[src/rtl/gen_scheduler_pkg.sv]
// Shared definitions for the Game of Life generation scheduler:
// FSM state encodings, speed-to-period mapping and the default debounce length.
package gen_scheduler_pkg;

  typedef enum logic [1:0] {
    ST_IDLE = 2'd0,
    ST_ARM  = 2'd1,
    ST_GEN  = 2'd2,
    ST_LOAD = 2'd3
  } state_e;

  localparam int PERIOD_SPD0      = 60;
  localparam int PERIOD_SPD1      = 15;
  localparam int PERIOD_SPD2      = 4;
  localparam int PERIOD_SPD3      = 1;
  localparam int DEBOUNCE_DEFAULT = 250000;

  // Frame counter compare value (period - 1) for a given speed code.
  function automatic logic [5:0] period_m1(input logic [1:0] spd);
    case (spd)
      2'b00:   return 6'(PERIOD_SPD0 - 1);
      2'b01:   return 6'(PERIOD_SPD1 - 1);
      2'b10:   return 6'(PERIOD_SPD2 - 1);
      default: return 6'(PERIOD_SPD3 - 1);
    endcase
  endfunction

endpackage

[src/rtl/gen_scheduler_btn_debounce.sv]
// Button conditioner: 2-FF synchroniser, plus a stability filter when
// GOL_BTN_DEBOUNCE_EN is defined. Outputs a clean level only.
module btn_debounce
  import gen_scheduler_pkg::*;
#(
  parameter int DEBOUNCE_CYCLES = DEBOUNCE_DEFAULT
) (
  input  logic clk,
  input  logic rst,
  input  logic btn,
  output logic level
);

  logic sync1_q, sync2_q;

  always_ff @(posedge clk) begin
    if (rst) begin
      sync1_q <= 1'b0;
      sync2_q <= 1'b0;
    end else begin
      sync1_q <= btn;
      sync2_q <= sync1_q;
    end
  end

`ifdef GOL_BTN_DEBOUNCE_EN
  localparam int DB_W = $clog2(DEBOUNCE_CYCLES + 1);

  logic [DB_W-1:0] db_cnt_q, db_cnt_d;
  logic            level_q, level_d;

  // Any cycle where the input agrees with the accepted level restarts the count.
  always_comb begin
    db_cnt_d = '0;
    level_d  = level_q;
    if (sync2_q != level_q) begin
      if (db_cnt_q == DB_W'(DEBOUNCE_CYCLES - 1)) begin
        level_d = sync2_q;
      end else begin
        db_cnt_d = db_cnt_q + 1'b1;
      end
    end
  end

  always_ff @(posedge clk) begin
    if (rst) begin
      db_cnt_q <= '0;
      level_q  <= 1'b0;
    end else begin
      db_cnt_q <= db_cnt_d;
      level_q  <= level_d;
    end
  end

  assign level = level_q;
`else
  // Synchroniser only; the debounce length has no effect in this build.
  if (DEBOUNCE_CYCLES >= 0) begin : g_sync_only
    assign level = sync2_q;
  end
`endif

endmodule

[src/rtl/gen_scheduler.sv]
// Frame-synchronous generation/load request scheduler for the Conway datapath.
// Button filtering depends on GOL_BTN_DEBOUNCE_EN (see btn_debounce).
module gen_scheduler
  import gen_scheduler_pkg::*;
#(
  parameter int DEBOUNCE_CYCLES = DEBOUNCE_DEFAULT,
  parameter int CNT_W           = 16
) (
  input  logic             clk,
  input  logic             rst,
  input  logic             run,
  input  logic             step_btn,
  input  logic             load_btn,
  input  logic [1:0]       speed,
  input  logic             vsync,
  output logic             gen_req,
  output logic             load_req,
  input  logic             ack,
  output logic             busy,
  output logic [CNT_W-1:0] gen_count
);

  logic             step_lvl, load_lvl;
  logic             vsync_q, step_prev_q, load_prev_q;
  logic             frame_edge, step_rise, load_rise, gen_hit;
  logic [5:0]       frame_cnt_q, frame_cnt_d;
  logic             gen_pend_q, gen_pend_d;
  logic             step_pend_q, step_pend_d;
  logic             load_pend_q, load_pend_d;
  state_e           state_q;
  logic             gen_req_q, load_req_q;
  logic [CNT_W-1:0] gen_count_q;

  btn_debounce #(.DEBOUNCE_CYCLES(DEBOUNCE_CYCLES)) u_step_db (
    .clk(clk), .rst(rst), .btn(step_btn), .level(step_lvl)
  );

  btn_debounce #(.DEBOUNCE_CYCLES(DEBOUNCE_CYCLES)) u_load_db (
    .clk(clk), .rst(rst), .btn(load_btn), .level(load_lvl)
  );

  assign frame_edge = vsync_q & ~vsync;
  assign step_rise  = step_lvl & ~step_prev_q;
  assign load_rise  = load_lvl & ~load_prev_q;

  always_comb begin
    frame_cnt_d = frame_cnt_q;
    gen_hit     = 1'b0;
    if (!run) begin
      frame_cnt_d = '0;
    end else if (frame_edge) begin
      if (frame_cnt_q >= period_m1(speed)) begin
        gen_hit     = 1'b1;
        frame_cnt_d = '0;
      end else begin
        frame_cnt_d = frame_cnt_q + 1'b1;
      end
    end
  end

  // Completion clears first so that a request arriving in the same cycle survives.
  always_comb begin
    gen_pend_d  = gen_pend_q;
    step_pend_d = step_pend_q;
    load_pend_d = load_pend_q;
    if (ack && (state_q == ST_GEN || state_q == ST_LOAD)) begin
      gen_pend_d  = 1'b0;
      step_pend_d = 1'b0;
    end
    if (ack && state_q == ST_LOAD) load_pend_d = 1'b0;
    if (run) step_pend_d = 1'b0;
    if (gen_hit) gen_pend_d = 1'b1;
    if (step_rise && !run) step_pend_d = 1'b1;
    if (load_rise) load_pend_d = 1'b1;
  end

  always_ff @(posedge clk) begin
    if (rst) begin
      vsync_q     <= 1'b0;
      step_prev_q <= 1'b0;
      load_prev_q <= 1'b0;
      frame_cnt_q <= '0;
      gen_pend_q  <= 1'b0;
      step_pend_q <= 1'b0;
      load_pend_q <= 1'b0;
    end else begin
      vsync_q     <= vsync;
      step_prev_q <= step_lvl;
      load_prev_q <= load_lvl;
      frame_cnt_q <= frame_cnt_d;
      gen_pend_q  <= gen_pend_d;
      step_pend_q <= step_pend_d;
      load_pend_q <= load_pend_d;
    end
  end

  // IDLE also services on a frame edge so a free-run hit is issued on the very frame it lands.
  always_ff @(posedge clk) begin
    if (rst) begin
      state_q     <= ST_IDLE;
      gen_req_q   <= 1'b0;
      load_req_q  <= 1'b0;
      gen_count_q <= '0;
    end else begin
      case (state_q)
        ST_IDLE, ST_ARM: begin
          if (frame_edge && load_pend_d) begin
            state_q    <= ST_LOAD;
            load_req_q <= 1'b1;
          end else if (frame_edge && (gen_pend_d || step_pend_d)) begin
            state_q   <= ST_GEN;
            gen_req_q <= 1'b1;
          end else if (gen_pend_d || step_pend_d || load_pend_d) begin
            state_q <= ST_ARM;
          end else begin
            state_q <= ST_IDLE;
          end
        end
        ST_GEN: begin
          if (ack) begin
            state_q     <= ST_IDLE;
            gen_req_q   <= 1'b0;
            gen_count_q <= gen_count_q + 1'b1;
          end
        end
        ST_LOAD: begin
          if (ack) begin
            state_q     <= ST_IDLE;
            load_req_q  <= 1'b0;
            gen_count_q <= '0;
          end
        end
        default: state_q <= ST_IDLE;
      endcase
    end
  end

  assign gen_req   = gen_req_q;
  assign load_req  = load_req_q;
  assign busy      = (state_q != ST_IDLE);
  assign gen_count = gen_count_q;

endmodule

[config.mk]
export PLATFORM = sky130hd
export DESIGN_NAME = gen_scheduler
export DESIGN_NICKNAME = d
export VERILOG_FILES = /design/src/rtl/gen_scheduler_pkg.sv /design/src/rtl/gen_scheduler_btn_debounce.sv /design/src/rtl/gen_scheduler.sv
export SDC_FILE = /design/constraint.sdc
export NUM_CORES = 1
export LEC_CHECK = 0
export CORE_UTILIZATION = 55
export DETAILED_ROUTE_END_ITERATION = 8
export PLACE_DENSITY = 0.83
export SYNTH_ARGS = -nofsm -noshare
export SYNTH_HDL_FRONTEND = slang
export SYNTH_SLANG_ARGS = --single-unit
[constraint.sdc]
create_clock -name clk -period 5.9 [get_ports clk]
set_input_delay 0.885 -clock clk [delete_from_list [all_inputs] [get_ports clk]]
set_output_delay 0.885 -clock clk [all_outputs]
set_load 0.02 [all_outputs]
==> results of run 1 <==
[power by group through the flow]
stage / Sequential [mW] / Combinational [mW] / Clock, mW
after global placement: 0.255 / 0.0276 / 0
after floorplan: 0.254 / 0.0176 / 0
after CTS: 0.249 / 0.0288 / 0.122
after detailed placement: 0.255 / 0.0287 / 0
after global routing: 0.250 / 0.0319 / 0.135
final: 0.249 / 0.0287 / 0.120
[through the flow]
stage               hold slack (ns)  total power, mW  std cells  setup slack [ns]  cell area (µm²)
floorplan                     0.414            0.272        178              3.43             1610
global placement              0.426            0.282        231              2.89             1900
detailed placement            0.431            0.283        231              2.77             1900
CTS                           0.461            0.400        238              3.12             1940
global route                  0.487            0.416        238              3.05             1940
finish                        0.459            0.398        238              3.12             1940
[sequential cells by signal, summed over array words and instances (netlist names)]
| register | flops |
|---|---|
| gen_count | 16 |
| frame_cnt_q | 6 |
| state_q | 2 |
| gen_pend_q | 1 |
| gen_req | 1 |
| load_pend_q | 1 |
| load_prev_q | 1 |
| load_req | 1 |
| step_pend_q | 1 |
| step_prev_q | 1 |
| u_load_db.level | 1 |
| u_load_db.sync1_q | 1 |
| u_step_db.level | 1 |
| u_step_db.sync1_q | 1 |
| vsync_q | 1 |
[cells in the mapped netlist (all sizes together), types with 2 or more instances]
cell type	n
nor3	4
and2	2
inv	4
o21ai	4
a21oi	13
ha	8
or2	2
xor2	12
nand2b	4
buf	2
or3	3
nand3	6
nand2	16
clkbuf	3
dfxtp	36
nor2	28
and3	3
xnor2	5
nand4	5
nor2b	8
[layout make-up]
| cell class | instances | area share |
|---|---|---|
| Timing Repair Buffer | 27 | 0.139 |
| Inverter | 4 | 0.00773 |
| Clock buffer | 6 | 0.0212 |
| Sequential cell | 36 | 0.371 |
| Clock inverter | 1 | 0.00258 |
| Multi-Input combinational cell | 133 | 0.439 |
| Tap cell | 31 | 0.0200 |
[final timing paths]
| kind | cells past startpoint | end | startpoint | slack [ns] |
|---|---|---|---|---|
| min reg2reg | 1 | u_step_db.level | u_step_db.sync1_q | 0.46 |
| min | 1 | u_step_db.level | u_step_db.sync1_q | 0.46 |
| max reg2reg | 7 | frame_cnt_q[1] | frame_cnt_q[0] | 4.04 |
| max | 8 | frame_cnt_q[1] | speed[0] | 3.12 |
[metal layers]
layer	vias to the layer above	global-route usage	part of all wire
met4	0	0.105	0.015
met2	34	0.369	0.48
li1	658	-	-
met3	6	0.0837	0.047
met5	-	0	0
met1	598	0.246	0.45
[logic make-up (layout without fill, tap and decap cells)]
family	after synthesis	in the layout
buffers and inverters	9	38
and+or+nand+nor	85	85
adders and majority gates	8	8
AOI/OAI and AO/OA	23	23
DFF	36	36
xor gates and xnor gates	17	17
==> run metrics, run 1 <==
outcome=finished, final reports clean; Pins Over Slew Limit=0; Slowest-stage cell, CP=or3_1; register share of total power=0.626; P_leak=0.721 nW; Syn. warnings=0; Tot GR Track Use=0.221; final core utilization=0.705; first-pass GRT wire length=5.40 mm; Post-Syn Instances=178; # DRC=0; Multi-input gate area=852 µm²; clock sinks=36; Synth Area in XOR/XNOR=0.0924; Die Area=3150 µm²; Distinct cells, synth=34; Seq. cell area=721 µm²; post-CTS setup buffers=0; Clock transition at path regs=0.09 ns; WP data arrival=3.05 ns; kind of cell adding the most delay to the critical path=simple AND/OR/NAND/NOR gates; clock latency on the worst-skew pair=0.34 ns; async set-reset flop share out of synthesis=0; CTS Buf Count=5; Pwr Density=205 nW/µm²; worst hold path class=reg -> reg; DR vias=1296; Worst-Margin Slew=0.572 ns; Yosys top cell by area=dfxtp_1; RSZ-0062 raised after global routing=no; number of global-route vias before repair=1289; dominant synthesized flop cell=dfxtp_1; largest family of logic cells by synthesized area=simple AND/OR/NAND/NOR gates; most frequent cells in the layout=dfxtp_1 (36), clkdlybuf4s50_1 (27), nor2_1 (24); Initial DRT Pass Iterations=4; post-synth top area share=0.447; crit-path cells=clkdlybuf4s50_1, or2_2, ha_1, a21oi_1, o22a_1, o31ai_2, or3_1, a21oi_2; worst endpoint required time=6.17 ns; routability congestion estimate=0.842; row cnt=19; top cells by area in the synthesized netlist=dfxtp_1 (45%), xor2_1 (6.5%), ha_1 (6.2%); Hold Fails Final Rpt=0; area grow syn2layout=20.6%; Post-Synth Simple-Gate Area=0.277; Post-synth EDFFs=0; Int Pwr=0.304 mW; Crit. End Element=flop; compound-gate portion of the synthesized area=0.0970; post-synthesis adder-cell area fraction=0.0621; skew final=0.00915 ns; port buffer count=27; Peak VDD IR=0.200 mV; Synth Cell Area=1610 µm²; # diodes=0; most common cell after layout, fill and taps aside=dfxtp_1; final WL=3.04 mm; Vias/cell=5.45; max cap viols=0; post-synthesis sequential area ratio=0.447; clock share of power=0.301; Starting Density=0.584; crit-path max cell delay=0.47 ns; core area=2760 µm²; mean post-synth cell area=9.05 µm²; initial antenna violation count=0; fraction of layout cells with a size suffix above 1=0.0966; crit path buf inv count=1; DIE WIDTH=56.1 µm; HPWL Detailed=2.30 mm; CTS tree=yes; CTS root buf=clkbuf_4; WL per Instance=12.8 µm; clk buf depth=2; Routed Antenna Nets=0; Die Y=56.1 µm; PostCTS Resize Cnt=0; sw power=0.0936 mW; hold_buf cts=0; # IOs=28; CP Launch Type=input port; # setup viols final=0; fmax=0.360 GHz; Fillers=226; CP Class=in -> reg; Net Sw Frac=0.235; number of synthesized register bits=36; largest net degree at the start of global routing=18; Setup TNS=0 ns; Logic pwr share=0.072; mux contribution to synthesized area=0; net count after synthesis=195; fin crit share=0.471; Detailed Route Iter0 Violations=29; post-route minimum period=2.78 ns; total gr overflow=0; final net count=224; CP max FO=6; Slew HR=0.617; Max H-tree Level=2
Note: power is estimated with default switching activity, not from simulation.
==> inputs of run 2 (changes only) <==
Settings changed: CORE_UTILIZATION 55 to 46, PLACE_DENSITY 0.83 to 0.74.
Clock period 5.9 ns to 2.4 ns, I/O delays scaled along.
==> run metrics, run 2 (synthesized netlist as in run 1, its figures left out) <==
Detailed Route Iter0 Violations=35 (was 29); Pins Over Slew Limit=0 (unchanged); final WL=3.05 mm (was 3.04 mm); fin crit share=0.923; DIE WIDTH=61.2 µm (was 56.1 µm); CTS tree=yes (unchanged); kind of cell adding the most delay to the critical path=simple AND/OR/NAND/NOR gates (unchanged); area grow syn2layout=24.1% (was 20.6%); Peak VDD IR=0.338 mV (was 0.200 mV); final core utilization=0.599 (was 0.705); number of global-route vias before repair=1196 (was 1289); dpl cell area=1940 µm² (was 1900 µm²); Fillers=295 (was 226); # diodes=0 (unchanged); Starting Density=0.483 (was 0.584); Routed Antenna Nets=0 (unchanged); most frequent cells in the layout=dfxtp_1 (36), clkdlybuf4s50_1 (27), nor2_1 (24) (unchanged); PostCTS Resize Cnt=0 (unchanged); routability congestion estimate=0.832 (was 0.842); Int Pwr=0.782 mW (was 0.304 mW); fmax=0.452 GHz; DR vias=1309 (was 1296); row cnt=21 (was 19); # IOs=28 (unchanged); Slew HR=0.633 (was 0.617); sw power=0.238 mW (was 0.0936 mW); worst endpoint required time=2.67 ns (was 6.17 ns); total gr overflow=0 (unchanged); post-CTS setup buffers=0 (unchanged); hold_buf cts=0 (unchanged); WP data arrival=2.49 ns (was 3.05 ns); Tot GR Track Use=0.185 (was 0.221); largest net degree at the start of global routing=16 (was 18); RSZ-0062 raised after global routing=no (unchanged); Net Sw Frac=0.233 (was 0.235); Clock transition at path regs=0.10 ns (was 0.09 ns); max reg flops=16 (unchanged); Slowest-stage cell, CP=or3_1 (unchanged); first-pass GRT wire length=5.06 mm (was 5.40 mm); Placement Setup Slack=-0.142 ns (was 2.77 ns); HPWL Detailed=2.34 mm (was 2.30 mm); final instance area=2000 µm² (was 1940 µm²); # DRC=0 (unchanged); P_leak=0.746 nW (was 0.721 nW); initial antenna violation count=0 (unchanged); port buffer count=27 (unchanged); fraction of layout cells with a size suffix above 1=0.118 (was 0.0966); outcome=finished, final reports clean (unchanged); worst hold path class=reg -> reg (unchanged); Max H-tree Level=2 (unchanged); CTS Buf Count=5 (unchanged); # setup viols final=0 (unchanged); clock share of power=0.327 (was 0.301); core area=3340 µm² (was 2760 µm²); clk buf depth=2 (unchanged); WL per Instance=11.9 µm (was 12.8 µm); crit-path cells=clkdlybuf4s50_1, or2_2, ha_1, a21oi_1, o22a_1, o31ai_2, or3_1, a21oi_2 (unchanged); crit-path max cell delay=0.47 ns (about the same); clock latency on the worst-skew pair=0.33 ns (was 0.34 ns); post-route minimum period=2.21 ns; Vias/cell=5.09 (was 5.45); most common cell after layout, fill and taps aside=dfxtp_1 (unchanged); CTS root buf=clkbuf_4 (unchanged); Worst-Margin Slew=0.551 ns (was 0.572 ns); register share of total power=0.601 (was 0.626); Setup TNS=0 ns (unchanged); max cap viols=0 (unchanged); crit path buf inv count=1 (unchanged); clock sinks=36 (unchanged); final net count=227 (was 224); Hold Fails Final Rpt=0 (unchanged); Final WS setup=0.186 ns (was 3.12 ns); skew final=0.00536 ns (was 0.00915 ns); Initial DRT Pass Iterations=4 (unchanged); CP max FO=6 (unchanged); Crit. End Element=flop (unchanged); Pwr Density=510 nW/µm² (was 205 nW/µm²); CP Launch Type=input port (unchanged); CP Class=in -> reg (unchanged); Logic pwr share=0.072 (about the same); Die Area=3740 µm² (was 3150 µm²); Die Y=61.2 µm (was 56.1 µm)
## run 2: cell types whose count changed in the layout (fill, tap and decap cells not counted), sizes merged
cell,previous run,this run
clkinv,1,2
buf,0,3
## run 2: layer usage
layer | track usage | part of all wire | vias to the layer above
li1 | - | - | 669
met2 | 0.328 | 0.51 | 30
met3 | 0.0651 | 0.039 | 3
met1 | 0.211 | 0.44 | 607
met5 | 0 | 0 | -
met4 | 0.0487 | 0.0056 | 0
## run 2: worst reg2reg max path: stages, from the launching register on
cell      delay (ns)
dfxtp_1         0.43
inv_1           0.07
ha_1            0.26
nand2b_1        0.14
a21oi_1         0.20
o31ai_2         0.12
or3_1           0.47
a21oi_2         0.16
## run 2: metrics by stage
step                hold slack (ns)  power [mW]  std cells
floorplan                     0.414       0.668        178
global placement              0.420       0.698        249
detailed placement            0.431       0.700        249
CTS                           0.455        1.03        257
global route                  0.462        1.07        257
finish                        0.447        1.02        257
## run 2: worst paths after layout
path                startpoint               to  slack, ns  cells past startpoint
max                   speed[0]   frame_cnt_q[5]       0.19                      8
max reg2reg     frame_cnt_q[0]   frame_cnt_q[5]       0.50                      7
min reg2reg  u_step_db.sync1_q  u_step_db.level       0.45                      1
min          u_step_db.sync1_q  u_step_db.level       0.45                      1
## run 2: power by group through the flow
stage / clock network, mW / registers [mW] / logic (mW)
global placement: 0 / 0.626 / 0.0720
finish: 0.333 / 0.613 / 0.0738
detailed placement: 0 / 0.626 / 0.0745
global route: 0.376 / 0.614 / 0.0828
CTS: 0.345 / 0.612 / 0.0747
floorplan: 0 / 0.625 / 0.0434
## run 2: layout make-up
class	count	area [µm²]	area share
Multi-Input combinational cell	133	852	0.426
Sequential cell	36	721	0.360
Timing Repair Buffer	30	293	0.146
Tap cell	46	57.6	0.0288
Clock buffer	6	51.3	0.0257
Inverter	4	15.0	0.00751
Clock inverter	2	10.0	0.00501
